$ cat src/rtl/timer_seq_pkg.sv
// Shared types and helpers for the timed phase sequencer.
package timer_seq_pkg;

    localparam int unsigned N_PHASES = 3;

    localparam logic [1:0] ST_IDLE   = 2'd0;
    localparam logic [1:0] ST_RUN    = 2'd1;
    localparam logic [1:0] ST_PAUSED = 2'd2;
    localparam logic [1:0] ST_DONE   = 2'd3;

    typedef enum logic [1:0] {
        IDLE   = ST_IDLE,
        RUN    = ST_RUN,
        PAUSED = ST_PAUSED,
        DONE   = ST_DONE
    } state_e;

    // A programmed duration of zero still occupies one tick.
    function automatic int unsigned phase_duration(input int unsigned idx,
                                                   input int unsigned t0,
                                                   input int unsigned t1,
                                                   input int unsigned t2);
        int unsigned d;
        case (idx)
            0:       d = t0;
            1:       d = t1;
            default: d = t2;
        endcase
        return (d == 0) ? 1 : d;
    endfunction

endpackage

$ cat src/rtl/phase_tick_counter.sv
// Per-phase tick counter: counts enabled ticks up to limit-1, then returns to zero.
module phase_tick_counter #(
    parameter int unsigned CNT_W = 4
) (
    input  logic             clock,
    input  logic             clear,
    input  logic             en,
    input  logic             restart,
    input  logic [CNT_W:0]   limit,
    output logic [CNT_W-1:0] count,
    output logic             terminal
);

    logic [CNT_W:0] last;

    assign last     = limit - 1'b1;
    assign terminal = en && ({1'b0, count} == last);

    always_ff @(posedge clock or posedge clear) begin
        if (clear) begin
            count <= '0;
        end else if (restart || terminal) begin
            count <= '0;
        end else if (en && ({1'b0, count} < last)) begin
            count <= count + 1'b1;
        end
    end

endmodule

$ cat src/rtl/timer_phase_sequencer.sv
// Sequences three timed phases on prescaler ticks; holds DONE after the last phase.
module timer_phase_sequencer
    import timer_seq_pkg::*;
#(
    parameter int unsigned CNT_W = 4,
    parameter int unsigned T0    = 3,
    parameter int unsigned T1    = 5,
    parameter int unsigned T2    = 2
) (
    input  logic             clock,
    input  logic             clear,
    input  logic             tick,
    input  logic             start,
    input  logic             pause,
    input  logic             cancel,
    output logic             busy,
    output logic [1:0]       phase,
    output logic [CNT_W-1:0] count,
    output logic             phase_done,
    output logic             done
);

    localparam int unsigned D0 = phase_duration(0, T0, T1, T2);
    localparam int unsigned D1 = phase_duration(1, T0, T1, T2);
    localparam int unsigned D2 = phase_duration(2, T0, T1, T2);

    if (D0 > (1 << CNT_W) || D1 > (1 << CNT_W) || D2 > (1 << CNT_W)) begin : g_bad_duration
        $fatal(1, "timer_phase_sequencer: phase duration does not fit CNT_W");
    end

    state_e         state;
    logic [CNT_W:0] limit;
    logic           en;
    logic           restart;
    logic           terminal;
    logic           can_start;

    always_comb begin
        limit = (CNT_W + 1)'(D2);
        case (phase)
            2'd0:    limit = (CNT_W + 1)'(D0);
            2'd1:    limit = (CNT_W + 1)'(D1);
            default: limit = (CNT_W + 1)'(D2);
        endcase
    end

    // Ticks count only in RUN with neither cancel nor pause competing.
    assign can_start = (state == IDLE) || (state == DONE);
    assign en        = (state == RUN) && tick && !pause && !cancel;
    assign restart   = cancel || (can_start && start);

    phase_tick_counter #(.CNT_W(CNT_W)) u_counter (
        .clock    (clock),
        .clear    (clear),
        .en       (en),
        .restart  (restart),
        .limit    (limit),
        .count    (count),
        .terminal (terminal)
    );

    always_ff @(posedge clock or posedge clear) begin
        if (clear) begin
            state      <= IDLE;
            phase      <= '0;
            phase_done <= 1'b0;
        end else begin
            phase_done <= 1'b0;
            case (state)
                IDLE: begin
                    if (!cancel && start) begin
                        state <= RUN;
                        phase <= '0;
                    end
                end
                RUN: begin
                    if (cancel) begin
                        state <= IDLE;
                        phase <= '0;
                    end else if (pause) begin
                        state <= PAUSED;
                    end else if (terminal) begin
                        phase_done <= 1'b1;
                        if (phase == 2'(N_PHASES - 1)) begin
                            state <= DONE;
                        end else begin
                            phase <= phase + 1'b1;
                        end
                    end
                end
                PAUSED: begin
                    if (cancel) begin
                        state <= IDLE;
                        phase <= '0;
                    end else if (!pause) begin
                        state <= RUN;
                    end
                end
                DONE: begin
                    if (cancel) begin
                        state <= IDLE;
                        phase <= '0;
                    end else if (start) begin
                        state <= RUN;
                        phase <= '0;
                    end
                end
            endcase
        end
    end

    assign busy = (state == RUN) || (state == PAUSED);
    assign done = (state == DONE);

endmodule
$ cat config.mk
export PLATFORM = sky130hd
export DESIGN_NAME = timer_phase_sequencer
export DESIGN_NICKNAME = d
export VERILOG_FILES = /design/src/rtl/timer_seq_pkg.sv /design/src/rtl/phase_tick_counter.sv /design/src/rtl/timer_phase_sequencer.sv
export SDC_FILE = /design/constraint.sdc
export NUM_CORES = 1
export LEC_CHECK = 0
export CAP_MARGIN = 20
export CORE_MARGIN = 8
export CORE_UTILIZATION = 30
export CTS_BUF_LIST = sky130_fd_sc_hd__clkbuf_4 sky130_fd_sc_hd__clkbuf_8 sky130_fd_sc_hd__clkbuf_16
export CTS_CLUSTER_DIAMETER = 50
export DETAILED_ROUTE_END_ITERATION = 6
export PLACE_DENSITY = 0.63
export SYNTH_ARGS = -nofsm -noshare
export SYNTH_HDL_FRONTEND = slang
export SYNTH_SLANG_ARGS = --single-unit
$ cat constraint.sdc
create_clock -name clock -period 2.05 [get_ports clock]
set_input_delay 0.615 -clock clock [delete_from_list [all_inputs] [get_ports clock]]
set_output_delay 0.615 -clock clock [all_outputs]
set_load 0.005 [all_outputs]
# Word-level counts from Yosys, hierarchy flattened
# Cells that the tools add are included.
# W data, S select, Z words.
# op_classes
n_addsub,3
n_lt_le_gt_ge,1
n_eq_ne,15
n_mux,26
n_reduce_logical,18
# op_table
cell,count
$mux W2,17
$pmux W2 S4,2
$ne A3 B3 Y1 const B,4
$mux W4,2
$logic_and A1 B1 Y1,7
$eq A2 B2 Y1 const B,3
$pmux W3 S2,1
$reduce_and A6 Y1,1
$eq A4 B5 Y1,1
$lt A4 B5 Y1,1
$reduce_and A5 Y1,1
$add A4 B1 Y4 const B,1
$eq A2 B1 Y1 const B,2
$logic_not A2 Y1,2
$logic_or A1 B1 Y1,4
$mux W1,4
$ne A4 B3 Y1 const B,1
$ne A4 B4 Y1 const B,1
$sub A3 B1 Y4 const B,1
$ne A3 B2 Y1 const B,1
$add A2 B1 Y2 const B,1
$logic_not A1 Y1,2
$ne A2 B1 Y1 const B,1
$ne A2 B2 Y1 const B,1
$reduce_bool A2 Y1,1
# totals
ff_bits,9
in_bits,6
out_inout_bits,9
word_cells,67

# Depth between registers and ports, before layout
# logic_depth
word_depth,9
mapped_depth,8
ltp_nobuf,8

# Hierarchy
# From an unflattened synthesis, not the netlist that was laid out.
# hier_totals
cells_unflattened,99
area_unflattened_um2,900.9
# modules_own_cells
module,n_inst,cells_per_inst,area_per_inst_um2,seq_area_each_um2
timer_phase_sequencer,1,52,483.0,125.1
phase_tick_counter,1,47,417.9,100.1

# Least setup slack after synthesis
# Ideal clock, no wire load.
# synth_timing
path_type,register to register
from,register state[1]
to,register u_counter.count[3]
setup_ps,78
t_arrival_ps,2099
required_ps,1972
path_slack_ps,-127
path_stages_with_launch,8
n_path_buf,1
period_less_slack_ps,2177
cell_sequence,dfrtp_1 -> inv_1 -> ha_1 -> or3b_1 -> or3b_1 -> buf_2 -> or4_1 -> a21oi_1
# synth_between
elab_chain_len,7
word_cells_on_any_way,14
cone_classes,eq/ne (2); mux (1); reduce/logical (11)
# synth_lines
element,line_no,text
from (decl),timer_phase_sequencer.sv:31,state_e state;
from (signal assigned),timer_phase_sequencer.sv:64,state <= IDLE;
from (signal assigned),timer_phase_sequencer.sv:72,state <= RUN;
from (signal assigned),timer_phase_sequencer.sv:78,state <= IDLE;
$eq A2 B1 Y1,timer_phase_sequencer.sv:49,assign en = (state == RUN) && tick && !pause && !cancel;
$logic_and A1 B1 Y1 (3 in series),timer_phase_sequencer.sv:49,
$logic_and A1 B1 Y1,phase_tick_counter.sv:17,"assign terminal = en && ({1'b0, count} == last);"
$logic_or A1 B1 Y1,phase_tick_counter.sv:22,end else if (restart || terminal) begin
$mux W4 / $reduce_bool A2 Y1 (equally long branches),-,
to (signal assigned),phase_tick_counter.sv:25,count <= count + 1'b1;
to (decl),phase_tick_counter.sv:10,"output logic [CNT_W-1:0] count,"
# Several ways; a longest one is shown, not always the timed one.
# A chain may end at the register's enable or synchronous reset.

# Worst setup path after layout
# layout_timing
from,input pause
to,register u_counter.count[3]
# layout_between
elab_chain_len,6
word_cells_on_any_way,8
cone_classes,mux (1); reduce/logical (7)
# layout_lines
element,line_no,text
from (decl),timer_phase_sequencer.sv:14,"input logic pause,"
$logic_not A1 Y1 (*),-,
$logic_and A1 B1 Y1 (*) (2 in series),timer_phase_sequencer.sv:49,
$logic_and A1 B1 Y1,phase_tick_counter.sv:17,
$logic_or A1 B1 Y1,phase_tick_counter.sv:22,
$mux W4 / $reduce_bool A2 Y1 (equally long branches),-,
# Every way passes the cells marked *; elsewhere a longest branch is shown, timed or not.

==> results.toml <==
[pwr]
p_per_area_nw_per_um2 = 1020
leakage_uw = 0.0005249
p_sw_frac = 0.3981
netSwitchingPower_uw = 492.8
internal_power_uw = 745.0
clockPowerShare = 0.130
peakVddDrop_mv = 0.5799
pwr-share-comb = 0.677
power_frac_seq = 0.193

[floorplan]
die_h_microns = 66.44
ios = 15
rows = 18
die-width_microns = 66.44
start_util = 0.3109
die_area_sq_um = 4414
design.core.area_sq_um = 2455

[clock_tree]
numCtsBuffers = 3
numClockSinks = 9
worstSkewPairLatency_ps = 270
postCtsHoldBufs = 0
htree_levels = 1
clock_path_buffers = 2
cts_tree = "built"
cts-root-buf = "clkbuf_4"
cts.clk_slew.worst_paths_ps = 70

[logic_synthesis]
synth_edf_count = 0
synth-main-ff-cell = "dfrtp_1"
syn_inst = 89
yosys.area.top_type = "dfrtp_1"
async_flop_share = 1.000
synthTopCellsByCount = "14 x ha_1, 12 x inv_1, 9 x dfrtp_1, 8 x a21oi_1, 8 x nor2_1"
ys_types = 27
synth.top_cells.by_area = "dfrtp_1 30%, ha_1 23%, inv_1 5.9%, a21oi_1 5.2%, nor2_1 3.9%"
ys_seq_area_frac = 0.2951
yosysMostFrequentCell = "ha_1"
avgSynthCellArea_sq_um = 8.576
synth_top_area_frac = 0.2951
synth-seq-cells = 9
syn_area_sq_um = 763.2
yosysWarnings = 0

[critical_path]
crit_chain = "dlygate4sd2_1 > or3b_4 > or3b_4 > buf_4 > o31ai_1 > a21oi_2"
cp_slowest_cell = "or3b_4"
crit_path_start = "pause"
end_kind = "flip-flop"
critPathTopFamily = "simple AND/OR/NAND/NOR gates"
cp-start-kind = "input pin"
cp_num_buf_inv = 2
r2r-start = "state[0]$_DFFE_PP0P_"
path_class = "input pin to flip-flop"
cp.arrival_ps = 2200
critPathRequiredTime_ps = 2200
cpMostUsedCell = "or3b_4"
critPathMaxFanout = 5
cpPeakStageDelay_ps = 410

[run]
cap_violations = 0

[finish]
drive_gt1_frac = 0.3496
fin_nets = 144
finalInstanceArea_sq_um = 1214
fill_cells = 228
diodes = 0
final_cells = 153
syn_to_final_growth_pct = 59.02

[route]
wl_microns = 2070
vias_per_cell = 4.902
vias = 750
ant_nets = 0
firstDrtPassIters = 4
wl_per_cell_microns = 13.53
drc_errors = 0
drtIter0Drc = 20

[global_route]
track_usage = 0.09872
grt_start_max_net_pins = 10
grt_pass1_vias = 792
antenna_found_initial = 0
overflow = 0
grt_pass1_wl_microns = 3422

[placement]
place_congestion = 0.8184
placedInstanceArea_sq_um = 1042
dp_cells = 146
portBuffers = 14
place_hpwl_microns = 1484

[worst_hold_path]
hp-class = "flip-flop to flip-flop"
hold_path_startpoint = "phase[1]$_DFFE_PP0P_"

[timing]
drv_slew = 0
finalWorstSetupSlack_ps = -4.160
setup_viol = 1
grt_setup_unrepaired = "true"
finalHoldWorstSlack_ps = 612.6
post-route-period-util = 1.002
period_minus_slack_ps = 2054
skew_ps = 5.282
fmax_ghz = 0.4868
hold_viol_final = 0

[outcome]
violations = "negative setup slack"
run_status = "finished with violations"
==> per-layer routing <==
layer	vias to the layer above	part of all wire	global-route usage
met1	352	0.44	0.1036
met3	0	0.080	0.05424
met4	0	0	0.01867
met2	20	0.48	0.1701
met5	-	0	0
li1	378	-	-
==> through the flow <==
step	setup slack [ps]	utilization	TNS, ps	total power (uW)
floorplan	-75.24	-	-167.4	615.9
global placement	-433.0	0.4246	-1856	886.1
detailed placement	-467.1	0.4246	-1994	891.1
CTS	-40.07	0.4490	-72.95	1085
global route	-132.2	0.4944	-285.0	1357
finish	-4.160	0.4944	-4.160	1238
==> placed cells by master (no fill, tap or decap), types with 2 or more instances in the layout <==
master           synthesis  routed
nand2_1                  4       4
ha_1                    14       9
nand3_1                  4       4
clkdlybuf4s50_1          0      10
conb_1                   1       2
o31ai_1                  2       2
o21ai_0                  5       4
a21oi_2                  0       5
clkbuf_4                 0       4
a21oi_1                  8       3
inv_2                    0       4
nor2_1                   8       7
dfrtp_1                  9       9
inv_1                   12       8
or3b_4                   0       2
dlygate4sd2_1            0       4
buf_4                    0      15
ha_4                     0       5
nand2b_1                 3       3
==> registers in the layout, indices dropped and copies added, names as in the netlist <==
name             cells
u_counter.count      4
phase                2
state                2
phase_done           1
==> tightest hold or removal path: cells and delay by family (launching register included) <==
| kind | cells | cell delay [ps] |
|---|---|---|
| AOI/OAI and AO/OA | 1 | 120 |
| buffers and inverters | 1 | 80 |
| DFF | 1 | 360 |
==> layout make-up <==
class / instances / area, sq um / area share
Multi-Input combinational cell: 68 / 616.8 / 0.5082
Timing Repair Buffer: 30 / 259.0 / 0.2134
Tap cell: 30 / 37.54 / 0.03093
Clock buffer: 4 / 30.03 / 0.02474
Inverter: 12 / 45.04 / 0.03711
Sequential cell: 9 / 225.2 / 0.1856
==> power groups by stage <==
| stage | Sequential [uW] | Combinational (uW) | Clock (uW) |
|---|---|---|---|
| 2_1_floorplan | 243 | 373 | 0 |
| 3_3_place_gp | 239 | 647 | 0 |
| 3_5_place_dp | 239 | 653 | 0 |
| 4_1_cts | 235 | 683 | 167 |
| 5_1_grt | 243 | 939 | 175 |
| 6_report | 239 | 838 | 161 |
==> path summary, 6_finish.rpt <==
kind | end | slack [ps] | cells past startpoint
setup / recovery | u_counter.count[3]$_DFFE_PP0P_ | -4 | 6
hold / removal | phase[1]$_DFFE_PP0P_ | 610 | 2
setup reg to reg | u_counter.count[3]$_DFFE_PP0P_ | 10 | 7
hold reg to reg | phase[1]$_DFFE_PP0P_ | 610 | 2
max in group asynchronous | u_counter.count[1]$_DFFE_PP0P_ | 1150 | 2
min in group asynchronous | state[0]$_DFFE_PP0P_ | 620 | 2
==> cell families (layout without fill, tap and decap cells) <==
group	Yosys count	count (layout)	synth area share
AOI/OAI and AO/OA	20	20	0.1590
buffers and inverters	13	46	0.06556
adders and majority gates	14	14	0.2295
and+or+nand+nor	31	31	0.2312
other	1	2	0.004913
DFF	9	9	0.2951
muxes	1	1	0.01475
==> timing repair <==
item,CTS,global route
gates resized for setup,10,20
setup buffers,1,2
endpoints found under the hold margin,0,0
pin swaps,5,9
setup endpoints to repair,6,7
(Power assumes the default switching activity.)
==> patch 1 (same settings) <==
`CNT_W` is set to 4 in 2 places; all go to 3.
--- a/src/rtl/phase_tick_counter.sv
+++ b/src/rtl/phase_tick_counter.sv
@@ -1,6 +1,6 @@
 // Per-phase tick counter: counts enabled ticks up to limit-1, then returns to zero.
 module phase_tick_counter #(
-    parameter int unsigned CNT_W = 4
+    parameter int unsigned CNT_W = 3
 ) (
     input  logic             clock,
     input  logic             clear,
--- a/src/rtl/timer_phase_sequencer.sv
+++ b/src/rtl/timer_phase_sequencer.sv
@@ -2,7 +2,7 @@
 module timer_phase_sequencer
     import timer_seq_pkg::*;
 #(
-    parameter int unsigned CNT_W = 4,
+    parameter int unsigned CNT_W = 3,
     parameter int unsigned T0    = 3,
     parameter int unsigned T1    = 5,
     parameter int unsigned T2    = 2
Ports: changed (resized count); port bits go from 15 to 14. The function was not compared with the original's and may differ.
==> patch 1 against the unedited design <==
Worst setup slack improved by 0.080 ns; global-route usage decreased by 2.0 points; count of clock-buffer cells in the layout shrank 1; synthesized area fell by 11%; fmax grew 4.1%; cell area decreased by 19%; combinational power down 49%; non-clock buffer count decreased by 4; total power is 39% lower; register-to-register slack gained 0.07 ns; critical path depth increased by 2; clock skew hardly changed; wire length shrank 27%; sequential cell count shrank 1; largest cell class unchanged; largest power group unchanged; highest routed layer unchanged.
==> patch 1: results (changes against the unedited design) <==
Outcome
  – Status: finished, final reports clean

Global routing
  – GRT Util Overall: 0.0785 (-0.0202)
  – Initial antenna violation count: 0 (unchanged)
  – Largest net degree at the start of global routing: 9 (-1)
  – First-pass GRT wire length: 2.62 mm (-24%)

Synthesis
  – Post-synth net total: 93
  – Netlist cell types: 25 (-7.4%)
  – Number of synthesis warnings: 0 (unchanged)
  – Main synth FF type: dfrtp_1
  – Post-synthesis sequential area ratio: 0.295 (-0.000423)
  – Synth top area cells: dfrtp_1 (29%), ha_1 (22%), inv_1 (7.2%), nand4bb_4 (4.1%), a21oi_1 (3.7%)
  – Most frequent cells after synthesis: inv_1 (13), ha_1 (12), dfrtp_1 (8), nor2_1 (6), a21oi_1 (5)
  – Syn_area_per_cell: 9.06 sq um (+5.6%)
  – Ys async rst share: 1.00 (unchanged)

CTS
  – TritonCTS Buffers: 3 (unchanged)
  – Worst-path clk slew: 0.06 ns
  – H-tree levels: 1 (unchanged)
  – Skew-Pair Late Insertion Delay: 0.26 ns
  – Root Buffer: clkbuf_4
  – Clock Path Buffers: 2 (unchanged)

Drt
  – WL per Instance: 11.4 microns (-15%)
  – Via count: 622 (-17%)
  – Routed WL: 1.51 mm (-27%)
  – TritonRoute pass-1 iters: 3 (-1)
  – Iter 0 DRT Violations: 16 (-20%)

Place
  – Setup WS pre-CTS: -0.0883 ns (+0.379 ns)
  – Placed standard-cell area: 912 sq um (-12%)
  – GPL Wtd Cong: 0.770 (-6.0%)
  – Detailed Place HPWL: 1.27 mm (-15%)
  – Placed Cells incl. Taps: 125 (-14%)
  – Input/output buffers: 13 (-1)

Hold path
  – Hold Crit Class: register to register

Layout
  – Top flop regs: u_counter.count (3), phase (2), state (2)
  – # diodes: 0 (unchanged)
  – NumNets Final: 124 (-14%)
  – Biggest register: u_counter.count
  – Share of cells above drive strength 1: 0.250 (-0.0996)
  – Fillers: 236 (+3.5%)

Timing
  – Clock Skews: 0.00491 ns (-0.000370 ns)
  – Max_slew headroom: 0.772
  – Setup ws final: 0.0761 ns (+0.0803 ns)

Critical path
  – Max Fanout on Critical Path: 3 (-2)
  – Largest delay share family, worst path: simple AND/OR/NAND/NOR gates
  – CP max stage delay: 0.48 ns (+0.07 ns)
  – Slowest-stage cell, CP: or4_4

Pwr
  – Pleak: 0.462 nW (-12%)
  – Worst ir drop on vdd: 0.415 mV (-28%)
-- patch 1: timing repair --
action | 4_1_cts | 5_1_grt
pin swaps | 0 | 2
hold buffers | 0 | 0
endpoints found under the setup margin | 2 | 3
gates resized for setup | 2 | 6
setup buffers | 2 | 2
-- patch 1: path summary, 6_finish.rpt --
| path | depth (start not counted) | end | from |
|---|---|---|---|
| max in group asynchronous | 2 | u_counter.count[2]$_DFFE_PP0P_ | clear |
| worst min register to register | 1 | state[1]$_DFFE_PP0P_ | state[1]$_DFFE_PP0P_ |
| worst max register to register | 8 | u_counter.count[2]$_DFFE_PP0P_ | phase[0]$_DFFE_PP0P_ |
| worst min-delay path | 1 | state[1]$_DFFE_PP0P_ | state[1]$_DFFE_PP0P_ |
| worst max-delay path | 8 | u_counter.count[2]$_DFFE_PP0P_ | phase[0]$_DFFE_PP0P_ |
| min in group asynchronous | 2 | u_counter.count[0]$_DFFE_PP0P_ | clear |
-- patch 1: kinds of logic (layout without fill, tap and decap cells) --
logic type,count (synthesis),in the layout,synth area share
simple gates,22,22,0.214
compound gates,20,20,0.199
buf+inv,13,42,0.0718
fa+ha+maj,12,12,0.221
flops,8,8,0.295
-- patch 1: metal layers --
layer / wire [microns] / vias to the layer above / global-route usage
met4: 0 / 0 / 0.0334
met3: 82 / 0 / 0.0353
li1: - / 326 / -
met5: 0 / - / 0
met2: 695 / 13 / 0.117
met1: 732 / 283 / 0.0949
-- patch 1: report_power, final --
part | internal, W | leakage (nW) | total (W) | switching (W)
Combinational | 0.000221 | 0.339 | 0.000424 | 0.000202
Sequential | 0.000181 | 0.109 | 0.000198 | 0.0000170
Clock | 0.0000675 | 0.0138 | 0.000128 | 0.0000605
Total | 0.000469 | 0.462 | 0.000749 | 0.000280
-- patch 1: final cells by class --
| type | instances | area share |
|---|---|---|
| repair buffers | 26 | 0.230 |
| inverters | 13 | 0.0499 |
| clock buffers | 3 | 0.0230 |
| well taps | 28 | 0.0358 |
| flip-flops and latches | 8 | 0.205 |
| multi-input cells | 54 | 0.457 |
-- patch 1: through the flow --
step | TNS [ns] | utilization | hold WS, ns | power, W
global placement | -0.150 | 0.420 | 0.543 | 0.000601
finish | 0 | 0.451 | 0.563 | 0.000749
floorplan | 0 | - | 0.431 | 0.000450
detailed placement | -0.186 | 0.420 | 0.555 | 0.000608
global route | -0.00151 | 0.451 | 0.592 | 0.000826
CTS | 0 | 0.437 | 0.568 | 0.000753
==> patch 2 (config.mk and constraints unchanged) <==
Made on the original files. Add an input register stage for `tick`, `start`, `pause` and `cancel`, without a reset; this delays them by one clock.
--- a/src/rtl/timer_phase_sequencer.sv
+++ b/src/rtl/timer_phase_sequencer.sv
@@ -24,6 +24,18 @@
     localparam int unsigned D1 = phase_duration(1, T0, T1, T2);
     localparam int unsigned D2 = phase_duration(2, T0, T1, T2);
 
+    logic tick_q;
+    logic start_q;
+    logic pause_q;
+    logic cancel_q;
+
+    always_ff @(posedge clock) begin
+        tick_q   <= tick;
+        start_q  <= start;
+        pause_q  <= pause;
+        cancel_q <= cancel;
+    end
+
     if (D0 > (1 << CNT_W) || D1 > (1 << CNT_W) || D2 > (1 << CNT_W)) begin : g_bad_duration
         $fatal(1, "timer_phase_sequencer: phase duration does not fit CNT_W");
     end
@@ -46,8 +58,8 @@
 
     // Ticks count only in RUN with neither cancel nor pause competing.
     assign can_start = (state == IDLE) || (state == DONE);
-    assign en        = (state == RUN) && tick && !pause && !cancel;
-    assign restart   = cancel || (can_start && start);
+    assign en        = (state == RUN) && tick_q && !pause_q && !cancel_q;
+    assign restart   = cancel_q || (can_start && start_q);
 
     phase_tick_counter #(.CNT_W(CNT_W)) u_counter (
         .clock    (clock),
@@ -68,16 +80,16 @@
             phase_done <= 1'b0;
             case (state)
                 IDLE: begin
-                    if (!cancel && start) begin
+                    if (!cancel_q && start_q) begin
                         state <= RUN;
                         phase <= '0;
                     end
                 end
                 RUN: begin
-                    if (cancel) begin
+                    if (cancel_q) begin
                         state <= IDLE;
                         phase <= '0;
-                    end else if (pause) begin
+                    end else if (pause_q) begin
                         state <= PAUSED;
                     end else if (terminal) begin
                         phase_done <= 1'b1;
@@ -89,18 +101,18 @@
                     end
                 end
                 PAUSED: begin
-                    if (cancel) begin
+                    if (cancel_q) begin
                         state <= IDLE;
                         phase <= '0;
-                    end else if (!pause) begin
+                    end else if (!pause_q) begin
                         state <= RUN;
                     end
                 end
                 DONE: begin
-                    if (cancel) begin
+                    if (cancel_q) begin
                         state <= IDLE;
                         phase <= '0;
-                    end else if (start) begin
+                    end else if (start_q) begin
                         state <= RUN;
                         phase <= '0;
                     end
Formal check against the unedited RTL: not equivalent (Yosys sat finds a counterexample within 4 cycles, from zero or initial values).
==> patch 2 against the unedited design <==
Wire length shrank 4.4%; first-iteration DRC count grew 35%; global-route usage shrank 1.5 points; critical path depth is the same; synthesized area grew 10%; cell area shrank 1.9%; sequential share of layout area grew 7.1 points; total power shrank 17%; sequential cell count grew 4; worst setup slack gained 0.012 ns; critical endpoint is now u_counter.count[2]$_DFFE_PP0P_; highest routed layer is now met4.
==> patch 2: results (changes against the unedited design) <==
Global routing
  – Met3 usage: 0.0372 (-0.0170)
  – Vias in the first global route: 804 (+1.5%)
  – Met2 Use GR: 0.143 (-0.0266)
  – GRT Util Overall: 0.0841 (-0.0146)

Outcome
  – Status: finished, final reports clean

Layout
  – Sequential cell area share: 0.256 (+0.0707)
  – Clock-cell share of area: 0.0252 (+0.000468)
  – NumNets Final: 143 (-0.69%)
  – Share of cells above drive strength 1: 0.254 (-0.0955)
  – Area growth syn-to-layout: 41.2%

Pwr
  – Internal power: 0.000652 W (-13%)
  – Worst ir drop on vdd: 0.508 mV (-12%)

Critical path
  – Worst Setup SP: state[1]$_DFFE_PP0P_
  – CP max stage delay: 0.43 ns (+0.02 ns)

Synthesis
  – Post-synthesis mux area share: 0.0134 (-0.00140)
  – Synth Area in Compound Gates: 0.144 (-0.0151)
  – Synth top area cells: dfrtp_1 (27%), ha_1 (21%), dfxtp_1 (9.5%), inv_1 (5.3%), a21oi_1 (4.7%)
  – Post-Synthesis Cells: 93 (+4.5%)
  – Post-synthesis sequential area ratio: 0.362 (+0.0669)
  – Area share of fa/ha/maj cells after synthesis: 0.208 (-0.0218)

Drt
  – Wire length on met3: 116 microns (-30%)
  – Vias per cell: 5.07 (+3.5%)
  – Routed WL: 1.98 mm (-4.4%)
  – Top Layer Used: met4

Place
  – Detailed Place HPWL: 1.57 mm (+5.5%)
  – Placed Cells incl. Taps: 148 (+1.4%)
  – GPL Wtd Cong: 0.765 (-6.6%)
  – Placed standard-cell area: 1100 sq um (+5.6%)
  – Setup WS pre-CTS: -0.0585 ns (+0.409 ns)

Timing
  – WHS: 0.575 ns (-0.0379 ns)
-- patch 2: what timing repair did --
item,4_1_cts,5_1_grt
pin swaps,1,1
buffers inserted,0,1
hold buffers,0,0
endpoints found under the setup margin,5,7
gates resized for setup,7,11
endpoints found under the hold margin,0,0
cloned,0,0
-- patch 2: power by group through the flow --
stage	clock, W	sequential, W	combinational, W
2_1_floorplan	0	0.000317	0.000295
3_3_place_gp	0	0.000316	0.000475
3_5_place_dp	0	0.000318	0.000490
4_1_cts	0.000182	0.000314	0.000487
5_1_grt	0.000191	0.000319	0.000600
6_report	0.000174	0.000315	0.000533
-- patch 2: logic make-up (layout without fill, tap and decap cells) --
logic type | after synthesis | count (layout)
AOI/OAI and AO/OA | 20 | 20
adders and majority gates | 14 | 14
buffers and inverters | 13 | 41
DFF | 13 | 13
muxes | 1 | 1
other | 1 | 2
and+or+nand+nor | 31 | 31
